--- config.mk ---
export PLATFORM = sky130hd
export DESIGN_NAME = mem_port_arbiter
export DESIGN_NICKNAME = d
export VERILOG_FILES = /design/src/rtl/mem_port_arbiter.sv
export SDC_FILE = /design/constraint.sdc
export NUM_CORES = 1
export LEC_CHECK = 0
export ABC_AREA = 1
export CAP_MARGIN = 30
export CORE_ASPECT_RATIO = 0.8
export CORE_MARGIN = 2
export CORE_UTILIZATION = 44
export CTS_BUF_LIST = sky130_fd_sc_hd__clkbuf_4
export DETAILED_ROUTE_END_ITERATION = 8
export GPL_ROUTABILITY_DRIVEN = 1
export PLACE_DENSITY = 0.84
export RECOVER_POWER = 50
export REMOVE_ABC_BUFFERS = 1
export SLEW_MARGIN = 15
export SYNTH_ARGS = -nofsm -noshare
export SYNTH_HDL_FRONTEND = slang
export SYNTH_SLANG_ARGS = --single-unit
--- constraint.sdc ---
create_clock -name clock -period 4.1 [get_ports clock]
set_clock_uncertainty 0.15 [all_clocks]
set_input_delay 0.82 -clock clock [delete_from_list [all_inputs] [get_ports clock]]
set_output_delay 0.82 -clock clock [all_outputs]
set_load 0.1 [all_outputs]
--- src/rtl/mem_port_arbiter.sv ---
// Shares one memory port between instruction fetch (I) and load/store (D) with a grant FSM.
// Define ARB_RR_EN for round-robin on simultaneous requests; otherwise D has fixed priority.
module mem_port_arbiter #(
  parameter int unsigned ADDR_W  = 32,
  parameter int unsigned DATA_W  = 32,
  parameter int unsigned TIMEOUT = 255
) (
  input  logic              clock,
  input  logic              reset,
  input  logic              i_req,
  input  logic [ADDR_W-1:0] i_addr,
  output logic              i_ack,
  output logic [DATA_W-1:0] i_rdata,
  input  logic              d_req,
  input  logic              d_wEn,
  input  logic [1:0]        d_size,
  input  logic [ADDR_W-1:0] d_addr,
  input  logic [DATA_W-1:0] d_wdata,
  output logic              d_ack,
  output logic [DATA_W-1:0] d_rdata,
  output logic              m_req,
  output logic              m_wEn,
  output logic [1:0]        m_size,
  output logic [ADDR_W-1:0] m_addr,
  output logic [DATA_W-1:0] m_wdata,
  input  logic              m_ack,
  input  logic [DATA_W-1:0] m_rdata,
  output logic              bus_err,
  output logic              busy
);

  localparam logic [1:0] SizeHword = 2'b01;
  localparam logic [1:0] SizeWord  = 2'b10;

  typedef enum logic [1:0] {StIdle, StWait, StResp} state_e;

  state_e            state_q, state_d;
  logic              grant_is_d_q, grant_is_d_d;
  logic [7:0]        wdog_q, wdog_d, wdog_inc;
  logic              m_req_q, m_req_d, m_wen_q, m_wen_d;
  logic [1:0]        m_size_q, m_size_d;
  logic [ADDR_W-1:0] m_addr_q, m_addr_d;
  logic [DATA_W-1:0] m_wdata_q, m_wdata_d;
  logic              i_ack_q, i_ack_d, d_ack_q, d_ack_d, bus_err_q, bus_err_d;
  logic [DATA_W-1:0] i_rdata_q, i_rdata_d, d_rdata_q, d_rdata_d;
  logic              pick_d, d_illegal;
`ifdef ARB_RR_EN
  logic              last_is_d_q, last_is_d_d;
`endif

  assign d_illegal = (d_size == 2'b11) ||
                     ((d_size == SizeHword) && d_addr[0]) ||
                     ((d_size == SizeWord) && (d_addr[1:0] != 2'b00));

`ifdef ARB_RR_EN
  assign pick_d = d_req && (!i_req || !last_is_d_q);
`else
  assign pick_d = d_req;
`endif

  // Saturating increment so the count never wraps back below TIMEOUT.
  assign wdog_inc = (wdog_q == 8'hFF) ? wdog_q : wdog_q + 8'd1;

  always_comb begin
    state_d      = state_q;
    grant_is_d_d = grant_is_d_q;
    wdog_d       = wdog_q;
    m_req_d      = m_req_q;
    m_wen_d      = m_wen_q;
    m_size_d     = m_size_q;
    m_addr_d     = m_addr_q;
    m_wdata_d    = m_wdata_q;
    i_rdata_d    = i_rdata_q;
    d_rdata_d    = d_rdata_q;
    i_ack_d      = 1'b0;
    d_ack_d      = 1'b0;
    bus_err_d    = 1'b0;
`ifdef ARB_RR_EN
    last_is_d_d  = last_is_d_q;
`endif
    unique case (state_q)
      StIdle: begin
        if (i_req || d_req) begin
          grant_is_d_d = pick_d;
`ifdef ARB_RR_EN
          last_is_d_d  = pick_d;
`endif
          if (pick_d && d_illegal) begin
            d_ack_d   = 1'b1;
            d_rdata_d = '0;
            bus_err_d = 1'b1;
            state_d   = StResp;
          end else begin
            m_req_d   = 1'b1;
            m_addr_d  = pick_d ? d_addr : i_addr;
            m_wen_d   = pick_d && d_wEn;
            m_size_d  = pick_d ? d_size : SizeWord;
            m_wdata_d = pick_d ? d_wdata : '0;
            wdog_d    = 8'd0;
            state_d   = StWait;
          end
        end
      end
      StWait: begin
        if (m_ack) begin
          m_req_d = 1'b0;
          if (grant_is_d_q) begin
            d_rdata_d = m_rdata;
            d_ack_d   = 1'b1;
          end else begin
            i_rdata_d = m_rdata;
            i_ack_d   = 1'b1;
          end
          state_d = StResp;
        end else begin
          wdog_d = wdog_inc;
          // wdog_inc counts the WAIT cycle just ending, so m_req stays high TIMEOUT cycles.
          if ((TIMEOUT != 0) && ({24'd0, wdog_inc} == TIMEOUT)) begin
            m_req_d   = 1'b0;
            bus_err_d = 1'b1;
            if (grant_is_d_q) begin
              d_rdata_d = '0;
              d_ack_d   = 1'b1;
            end else begin
              i_rdata_d = '0;
              i_ack_d   = 1'b1;
            end
            state_d = StResp;
          end
        end
      end
      StResp:  state_d = StIdle;
      default: state_d = StIdle;
    endcase
  end

  always_ff @(posedge clock) begin
    if (!reset) begin
      state_q      <= StIdle;
      grant_is_d_q <= 1'b0;
      wdog_q       <= 8'd0;
      m_req_q      <= 1'b0;
      m_wen_q      <= 1'b0;
      m_size_q     <= 2'b00;
      m_addr_q     <= '0;
      m_wdata_q    <= '0;
      i_ack_q      <= 1'b0;
      d_ack_q      <= 1'b0;
      i_rdata_q    <= '0;
      d_rdata_q    <= '0;
      bus_err_q    <= 1'b0;
`ifdef ARB_RR_EN
      last_is_d_q  <= 1'b0;
`endif
    end else begin
      state_q      <= state_d;
      grant_is_d_q <= grant_is_d_d;
      wdog_q       <= wdog_d;
      m_req_q      <= m_req_d;
      m_wen_q      <= m_wen_d;
      m_size_q     <= m_size_d;
      m_addr_q     <= m_addr_d;
      m_wdata_q    <= m_wdata_d;
      i_ack_q      <= i_ack_d;
      d_ack_q      <= d_ack_d;
      i_rdata_q    <= i_rdata_d;
      d_rdata_q    <= d_rdata_d;
      bus_err_q    <= bus_err_d;
`ifdef ARB_RR_EN
      last_is_d_q  <= last_is_d_d;
`endif
    end
  end

  assign m_req   = m_req_q;
  assign m_wEn   = m_wen_q;
  assign m_size  = m_size_q;
  assign m_addr  = m_addr_q;
  assign m_wdata = m_wdata_q;
  assign i_ack   = i_ack_q;
  assign d_ack   = d_ack_q;
  assign i_rdata = i_rdata_q;
  assign d_rdata = d_rdata_q;
  assign bus_err = bus_err_q;
  assign busy    = (state_q != StIdle);

endmodule

Word-level counts from Yosys, hierarchy flattened
Cells that the tools add are included.
- register bits: 146
- input bits: 136
- output and inout bits: 136
- logic and storage cells: 89
- add/sub/neg operators: 1
- equal/unequal tests: 12
- muxes and demuxes: 41
- bitwise operators: 2
- reductions and logical operators: 20
- operators by type and width (cell ; count):
    $mux 32 ; 12
    $pmux 32 s2 ; 1
    $mux 8 ; 4
    $eq 8x8->1 const B ; 2
    $pmux 8 s2 ; 1
    $mux 1 ; 14
    $mux 2 ; 5
    $ne 2x2->1 const B ; 5
    $add 8x1->8 const B ; 1
    $reduce_and 4->1 ; 2
    $reduce_bool 2->1 ; 4
    $pmux 1 s2 ; 3
    $reduce_and 2->1 ; 3
    $reduce_and 3->1 ; 2
    $reduce_and 5->1 ; 1
    $eq 2x1->1 const B ; 2
    $eq 2x2->1 const B ; 2
    $logic_and 1x1->1 ; 4
    $pmux 2 s2 ; 1
    $logic_or 1x1->1 ; 3
    $ne 3x3->1 const B ; 1
    $logic_not 2->1 ; 1
    $not 1->1 ; 2

Logic depth before layout (Yosys ltp)
Gate-level depths: netlist of run 1.
- depth after elaboration: 8
- mapped depth: 14
- mapped depth without buffers: 13

Least setup slack after synthesis of run 1
Ideal clock, no wire load.
- path kind: input port to flip-flop
- start: input port d_req
- end: register d_rdata_q[21], in the netlist d_rdata[21]
- library setup time: 0.117 ns
- data arrival time: 2.057 ns
- required time: 3.833 ns
- path slack: 1.775 ns
- cell stages on the path: 12
- buffers on the path: 3
- path through: buf_2 inv_2 o21ai_1 o21ai_1 nor2_1 inv_1 o21ai_2 buf_4 buf_2 nand3_1 nand2_1 nor2_1
- longest elaborated chain between the ends: 3
- elaborated cells on any way between the ends: 5
- those cells by class: eq/ne: 2; reduce/logical: 3
- ends and longest elaborated chain (item ; line ; text):
    from (decl) ; 14 ; input logic d_req,
    $logic_and 1x1->1 / $logic_or 1x1->1 (equally long branches) ; 88, 83 ;
    $ne 2x2->1 (no line) ; -- ;
    $reduce_and 5->1 (no line) * ; -- ;
    to (signal assigned) ; 167 ; d_rdata_q <= d_rdata_d;
    to (decl) ; 45 ; logic [DATA_W-1:0] i_rdata_q, i_rdata_d, d_rdata_q, d_rdata_d;
Every way passes the cells marked *; elsewhere a longest branch is shown, timed or not.
A chain may end at the register's enable or synchronous reset.

Worst setup path after layout of run 1
- start: input port d_req
- end: register m_wdata_q[8], in the netlist m_wdata[8]
- longest elaborated chain between the ends: 3
- elaborated cells on any way between the ends: 5
- those cells by class: mux: 1; bitwise: 1; reduce/logical: 3
- ends and longest elaborated chain (item ; line ; text):
    $logic_and 1x1->1 ; 88 ; if (pick_d && d_illegal) begin
    $not 1->1 (no line) ; -- ;
    $reduce_and 3->1 (no line) ; -- ;
    to (signal assigned) ; 163 ; m_wdata_q <= m_wdata_d;
    to (decl) ; 43 ; logic [DATA_W-1:0] m_wdata_q, m_wdata_d;
Several ways; a longest one is shown, not always the timed one.

==> results of run 1 <==
[final cells by class]
class                      count  area, sq um
clock buffer                  18          135
clock inverter                14          199
fill                        1146         4280
inverter                      18         67.6
multi-input combinational    598         2760
sequential                   146         2920
tap                          180          225
timing repair buffer         287         2910
[power groups by stage]
| stage | Clock [mW] | Combinational [mW] | Sequential [mW] |
|---|---|---|---|
| after floorplan | 0 | 0.365 | 2.55 |
| after global placement | 0 | 1.77 | 1.65 |
| after detailed placement | 0 | 1.81 | 1.65 |
| after CTS | 1.07 | 1.81 | 1.62 |
| after global routing | 1.13 | 1.89 | 1.64 |
| final | 1.05 | 1.80 | 1.62 |
[sequential cells by signal, summed over array words and instances (netlist names)]
register,count
m_req,1
m_addr,32
wdog_q,8
i_ack,1
m_size,2
state_q,2
d_rdata,32
grant_is_d_q,1
i_rdata,32
m_wEn,1
bus_err,1
d_ack,1
m_wdata,32
[worst max-delay path: cells and delay by family]
family | cells | cell delay (ns)
buffers and inverters | 6 | 2.24
and+or+nand+nor | 3 | 0.49
AOI/OAI and AO/OA | 1 | 0.15
[final timing paths]
check	end	from	slack (ns)
setup / recovery	m_wdata[8]	d_req	0.68
hold / removal	i_rdata[7]	i_rdata[7]	0.32
setup reg to reg	i_rdata[0]	wdog_q[0]	0.85
hold reg to reg	i_rdata[7]	i_rdata[7]	0.32
[placed cells by master (no fill, tap or decap), types with 2 or more instances in the layout]
| cell type | instances |
|---|---|
| buf_12 | 3 |
| a21oi_1 | 94 |
| dlygate4sd3_1 | 3 |
| nor2_2 | 3 |
| nor2_4 | 3 |
| clkinv_2 | 3 |
| a21oi_2 | 17 |
| buf_16 | 3 |
| clkdlybuf4s50_1 | 267 |
| inv_1 | 12 |
| buf_4 | 6 |
| nand2_1 | 270 |
| nand3_1 | 77 |
| inv_2 | 3 |
| inv_6 | 4 |
| o21ai_0 | 38 |
| dfxtp_1 | 146 |
| bufinv_16 | 4 |
| nand2_2 | 3 |
| clkinv_1 | 3 |
| a31oi_1 | 32 |
| clkinv_4 | 2 |
| clkbuf_1 | 3 |
| nor2_1 | 51 |
| clkbuf_4 | 18 |
| nand4_1 | 3 |
[cells by family (layout without fill, tap and decap cells)]
family / after synthesis / in the layout / synth area share [%]
and+or+nand+nor: 413 / 413 / 28.0
buffers and inverters: 81 / 337 / 6.53
adders and majority gates: 1 / 1 / 0.206
AOI/OAI and AO/OA: 184 / 184 / 17.1
DFF: 146 / 146 / 48.1
[layer usage]
layer | track usage, % | vias to the layer above
met5 | 0 | -
met4 | 6.62 | 0
met3 | 7.72 | 20
met2 | 41.7 | 258
met1 | 29.2 | 2865
li1 | - | 3217
[metrics by stage]
step           utilization (%)  instance area, sq um  setup slack (ns)
2_1_floorplan                -                  5740             0.327
3_3_place_gp              65.2                  8810             0.930
3_5_place_dp              66.0                  8910             0.854
4_1_cts                   68.5                  9240             0.849
5_1_grt                   68.3                  9230             0.404
6_report                  68.3                  9230             0.678
==> results_dict.tcl, run 1 <==
set metrics [dict create \
    clockPowerShare_pct 23.5 \
    core-area_sq_um 13500 \
    cts_root_buf "clkbuf_4" \
    drcViolationCount 0 \
    hold_depth 2 \
    start_util_pct 45.0 \
    finalSetupViolations 0 \
    synth.most_common_cell "nand2_1" \
    finalPower_mw 4.48 \
    maxCapViolCount 1 \
    drt_iter0_drc 387 \
    sw_frac_of_total_pct 43.4 \
    drt-met1-wl_mm 7.66 \
    p_int_mw 2.54 \
    slowest_stage "clkbuf_1" \
    dp_cells 1229 \
    avgViaCountPerCell 5.04 \
    crit_chain "dlygate4sd3_1 -> clkbuf_1 -> clkinv_1 -> clkbuf_1 -> nor2_1 -> nand2_1 -> clkinv_1 -> buf_4 -> nand2_1 -> a21oi_1" \
    numCtsBuffers 17 \
    drive_above_1_share_pct 7.22 \
    synth.distinct_cells 29 \
    antenna_found_initial 0 \
    slowest_delay_ns 0.61 \
    netSwitchingPower_mw 1.94 \
    tns_ns 0 \
    cts_max_level 4 \
    routabilityCongestion 0.837 \
    cp_max_fo 35 \
    ys_ff_latch 146 \
    instances_no_fill 1261 \
    grt_usage_pct 24.2 \
    worstMarginPinSlew_ns 1.68 \
    cts_buffer_depth 2 \
    slew_violations 34 \
    ff2ff_path_depth 14 \
    ioPinCount 272 \
    clock-sinks 146 \
    synth_edf_count 0 \
    start_kind "input port" \
    grt_pass1_vias 5717 \
    finalHoldViolations 0 \
    hpwlAfterDp_mm 12.9 \
    fp.dieW_microns 135 \
    wl_met3_mm 1.60 \
    path_clk_slew_ns 0.12 \
    syn_area_sq_um 6070 \
    ys_top_cells_by_area "dfxtp_1 (48%), nand2_1 (17%), a21oi_1 (7.7%)" \
    cts_resized 0 \
    setup.worst_path.end_class "flop" \
    fin_crit_ns 3.42 \
    top_layer_used "met4" \
    worstPathArrival_ns 3.71 \
    grt_overflow 0 \
    routed_wl_mm 18.3 \
    cts_tree "built" \
    relSlewSlack_pct -11.9 \
    comb_power_share_pct 40.2 \
    dieArea_sq_um 14800 \
    antenna_left 0 \
    fin_nets 1205 \
    hold_class "reg -> reg" \
    area_growth_pct 51.9 \
    ys_async_sr_fraction_pct 0 \
    diodes 0 \
    rows 38 \
    synth_top_area_share_pct 48.1 \
    synth_commonest_cells "nand2_1 (270), dfxtp_1 (146), a21oi_1 (94)" \
    fin_crit_sh_pct 83.5 \
    wire_per_inst_microns 14.5 \
    holdWs_ns 0.318 \
    vias 6360 \
    ys_seq_area_share_pct 48.1 \
    hold_buffers 0 \
    p_per_area_nw_per_um2 485 \
    syn_inst 825 \
    path_class "in -> reg" \
    grt_pass1_wl_mm 28.5 \
    met2_length_mm 8.84 \
    die_h_microns 109 \
    peakVddDrop_mv 0.275 \
    grt_max_degree 69 \
    cts_setup_buffers 0 \
    max_freq_mhz 292 \
    post_synth.cell_area_avg_sq_um 7.36 \
    clkLatencyLatePin_ns 0.52 \
    io_buffers 271 \
    status "finished with violations" \
    crit_required_ns 4.39 \
    ys_warn_count 0 \
    p_seq_share_pct 36.3 \
    synth_ff_type "dfxtp_1" \
    drt_first_pass_iters 5 \
    violations "max-capacitance violations, max-slew violations" \
    leakage_nw 3.43 \
    rsz0062_at_grt "no" \
    yosys.area.top_type "dfxtp_1" \
]
No activity file was read; power rests on OpenSTA's default activity.
==> run 2: changes to the inputs <==
--- a/config.mk
+++ b/config.mk
@@ -9,11 +9,11 @@
 export CAP_MARGIN = 30
 export CORE_ASPECT_RATIO = 0.8
 export CORE_MARGIN = 2
-export CORE_UTILIZATION = 44
+export CORE_UTILIZATION = 43
 export CTS_BUF_LIST = sky130_fd_sc_hd__clkbuf_4
 export DETAILED_ROUTE_END_ITERATION = 8
 export GPL_ROUTABILITY_DRIVEN = 1
-export PLACE_DENSITY = 0.84
+export PLACE_DENSITY = 0.82
 export RECOVER_POWER = 50
 export REMOVE_ABC_BUFFERS = 1
 export SLEW_MARGIN = 15
==> constraint.sdc (replaced) <==
create_clock -name clock -period 3.3 [get_ports clock]
set_clock_uncertainty 0.15 [all_clocks]
set_input_delay 0.66 -clock clock [delete_from_list [all_inputs] [get_ports clock]]
set_output_delay 0.66 -clock clock [all_outputs]
set_load 0.1 [all_outputs]
==> run 2 against run 1 <==
  * The flow now finishes without violations
  * Combinational power is 14% higher
  * Cell count fell by 0.16%
  * Worst setup slack got worse by 0.081 ns
  * Sequential power up 25%
  * Critical endpoint is now m_req
  * Clock power increased by 5%
  * Highest routed layer unchanged
  * Count of clock-buffer cells in the layout unchanged
==> results_dict.tcl, run 2 (synthesis gave the netlist of run 1 again) <==
set metrics [dict create \
    status "finished, final reports clean" \
    drcViolationCount 0 \
    leakage_nw 3.08 \
    drive_above_1_share_pct 7.78 \
    hold_depth 2 \
    diodes 0 \
    grt_overflow 0 \
    path_class "reg -> reg" \
    finalHoldViolations 0 \
    fp.dieW_microns 137 \
    p_per_area_nw_per_um2 623 \
    rsz0062_at_grt "no" \
    crit_required_ns 3.56 \
    antenna_left 0 \
    holdWs_ns 0.315 \
    core-area_sq_um 13700 \
    cts_setup_buffers 0 \
    min_from "m_req" \
    max_freq_mhz 370 \
    routabilityCongestion 0.862 \
    hold_buffers 0 \
    cts_buffer_depth 2 \
    peakVddDrop_mv 0.349 \
    vias 6256 \
    path_clk_slew_ns 0.11 \
    maxCapViolCount 0 \
    grt_pass1_wl_mm 27.9 \
    fin_nets 1203 \
    grt_pass1_vias 5639 \
    ff2ff_path_depth 12 \
    worst_r2r_endpoint "m_req" \
    grt_max_degree 69 \
    fillers 1346 \
    seq_area_sq_um 2920 \
    fin_crit_ns 2.70 \
    start_util_pct 44.4 \
    cp_max_fo 68 \
    die_h_microns 110 \
    dieArea_sq_um 15100 \
    numCtsBuffers 17 \
    multi_input_area_sq_um 2770 \
    routed_wl_mm 18.0 \
    min_to "m_req" \
    cts_root_buf "clkbuf_4" \
    final_cell_mix "nand2_1 (270), dfxtp_1 (146), clkdlybuf4s50_1 (133)" \
    final_core_util_pct 60.5 \
    cts_resized 0 \
    avgViaCountPerCell 4.97 \
    fin_crit_sh_pct 81.9 \
    ioPinCount 272 \
    area_growth_pct 36.5 \
    io_buffers 271 \
    antenna_found_initial 0 \
    drt_first_pass_iters 5 \
    finalSetupViolations 0 \
    drt_iter0_drc 378 \
    worstPathArrival_ns 2.96 \
    grt_usage_pct 23.7 \
    clkLatencyLatePin_ns 0.55 \
    regToRegStartpoint "wdog_q[0]" \
    relSlewSlack_pct 13.2 \
    rows 38 \
    start_kind "flop" \
    wire_per_inst_microns 14.3 \
    final_common_cell "nand2_1" \
    cts_tree "built" \
    hold_class "reg -> reg" \
    slew_violations 0 \
    hpwlAfterDp_mm 12.8 \
    cts_max_level 4 \
    worstMarginPinSlew_ns 1.31 \
    regToRegSetupSlack_ns 0.60 \
    setup.worst_path.end_class "flop" \
    clock-sinks 146 \
]
==> run 2: per-stage QoR <==
stage	TNS [ns]	setup WS [ns]	instance area [sq um]	cells	total power, mW
after floorplan	-2.44	-0.313	5740	762	3.62
after global placement	0	0.497	8510	1227	4.22
after detailed placement	0	0.437	8510	1227	4.24
after CTS	0	0.619	8780	1259	5.34
after global routing	0	0.358	8290	1259	5.40
final	0	0.597	8290	1259	5.16
==> run 2: how the worst max path moves through the flow <==
stage / from / slack, ns / endpoint
CTS: wdog_q[0] / 0.62 / m_req
finish: wdog_q[0] / 0.60 / m_req
global route: wdog_q[1] / 0.36 / m_req
global placement: d_addr[1] / 0.50 / d_rdata[3]
detailed placement: d_size[0] / 0.44 / d_rdata[3]
floorplan: m_ack / -0.31 / wdog_q[0]
==> run 2: per-layer routing <==
| layer | up-vias | part of all wire (%) | global-route usage (%) |
|---|---|---|---|
| met5 | - | 0 | 0 |
| met1 | 2780 | 42 | 28.8 |
| li1 | 3217 | - | - |
| met2 | 242 | 46 | 38.8 |
| met4 | 0 | 1.5 | 8.47 |
| met3 | 17 | 10 | 8.55 |
==> run 2: where the power goes <==
group,switching [mW],internal (mW),total [mW]
combinational,1.64,0.411,2.05
clock,0.647,0.452,1.10
sequential,0.0903,1.93,2.02
total,2.37,2.79,5.16
==> run 2: area by class of cell <==
class                      instances  share of cell area, %
inverter                          18                  0.815
timing repair buffer             285                   24.5
multi-input combinational        598                   33.4
tap                              180                   2.72
sequential                       146                   35.3
clock buffer                      18                   1.63
clock inverter                    14                   1.65
==> run 2: worst max-delay path, stage by stage (launching register included) <==
cell	delay, ns
dfxtp_1	0.45
ha_1	0.23
nand2_1	0.11
nor2_4	0.17
nand2_4	0.10
nand2_1	0.10
nand3_1	0.07
nor2_1	0.18
nand2_2	0.11
nand2_4	0.56
nand2_1	0.16
nand2_1	0.10
a21oi_1	0.05
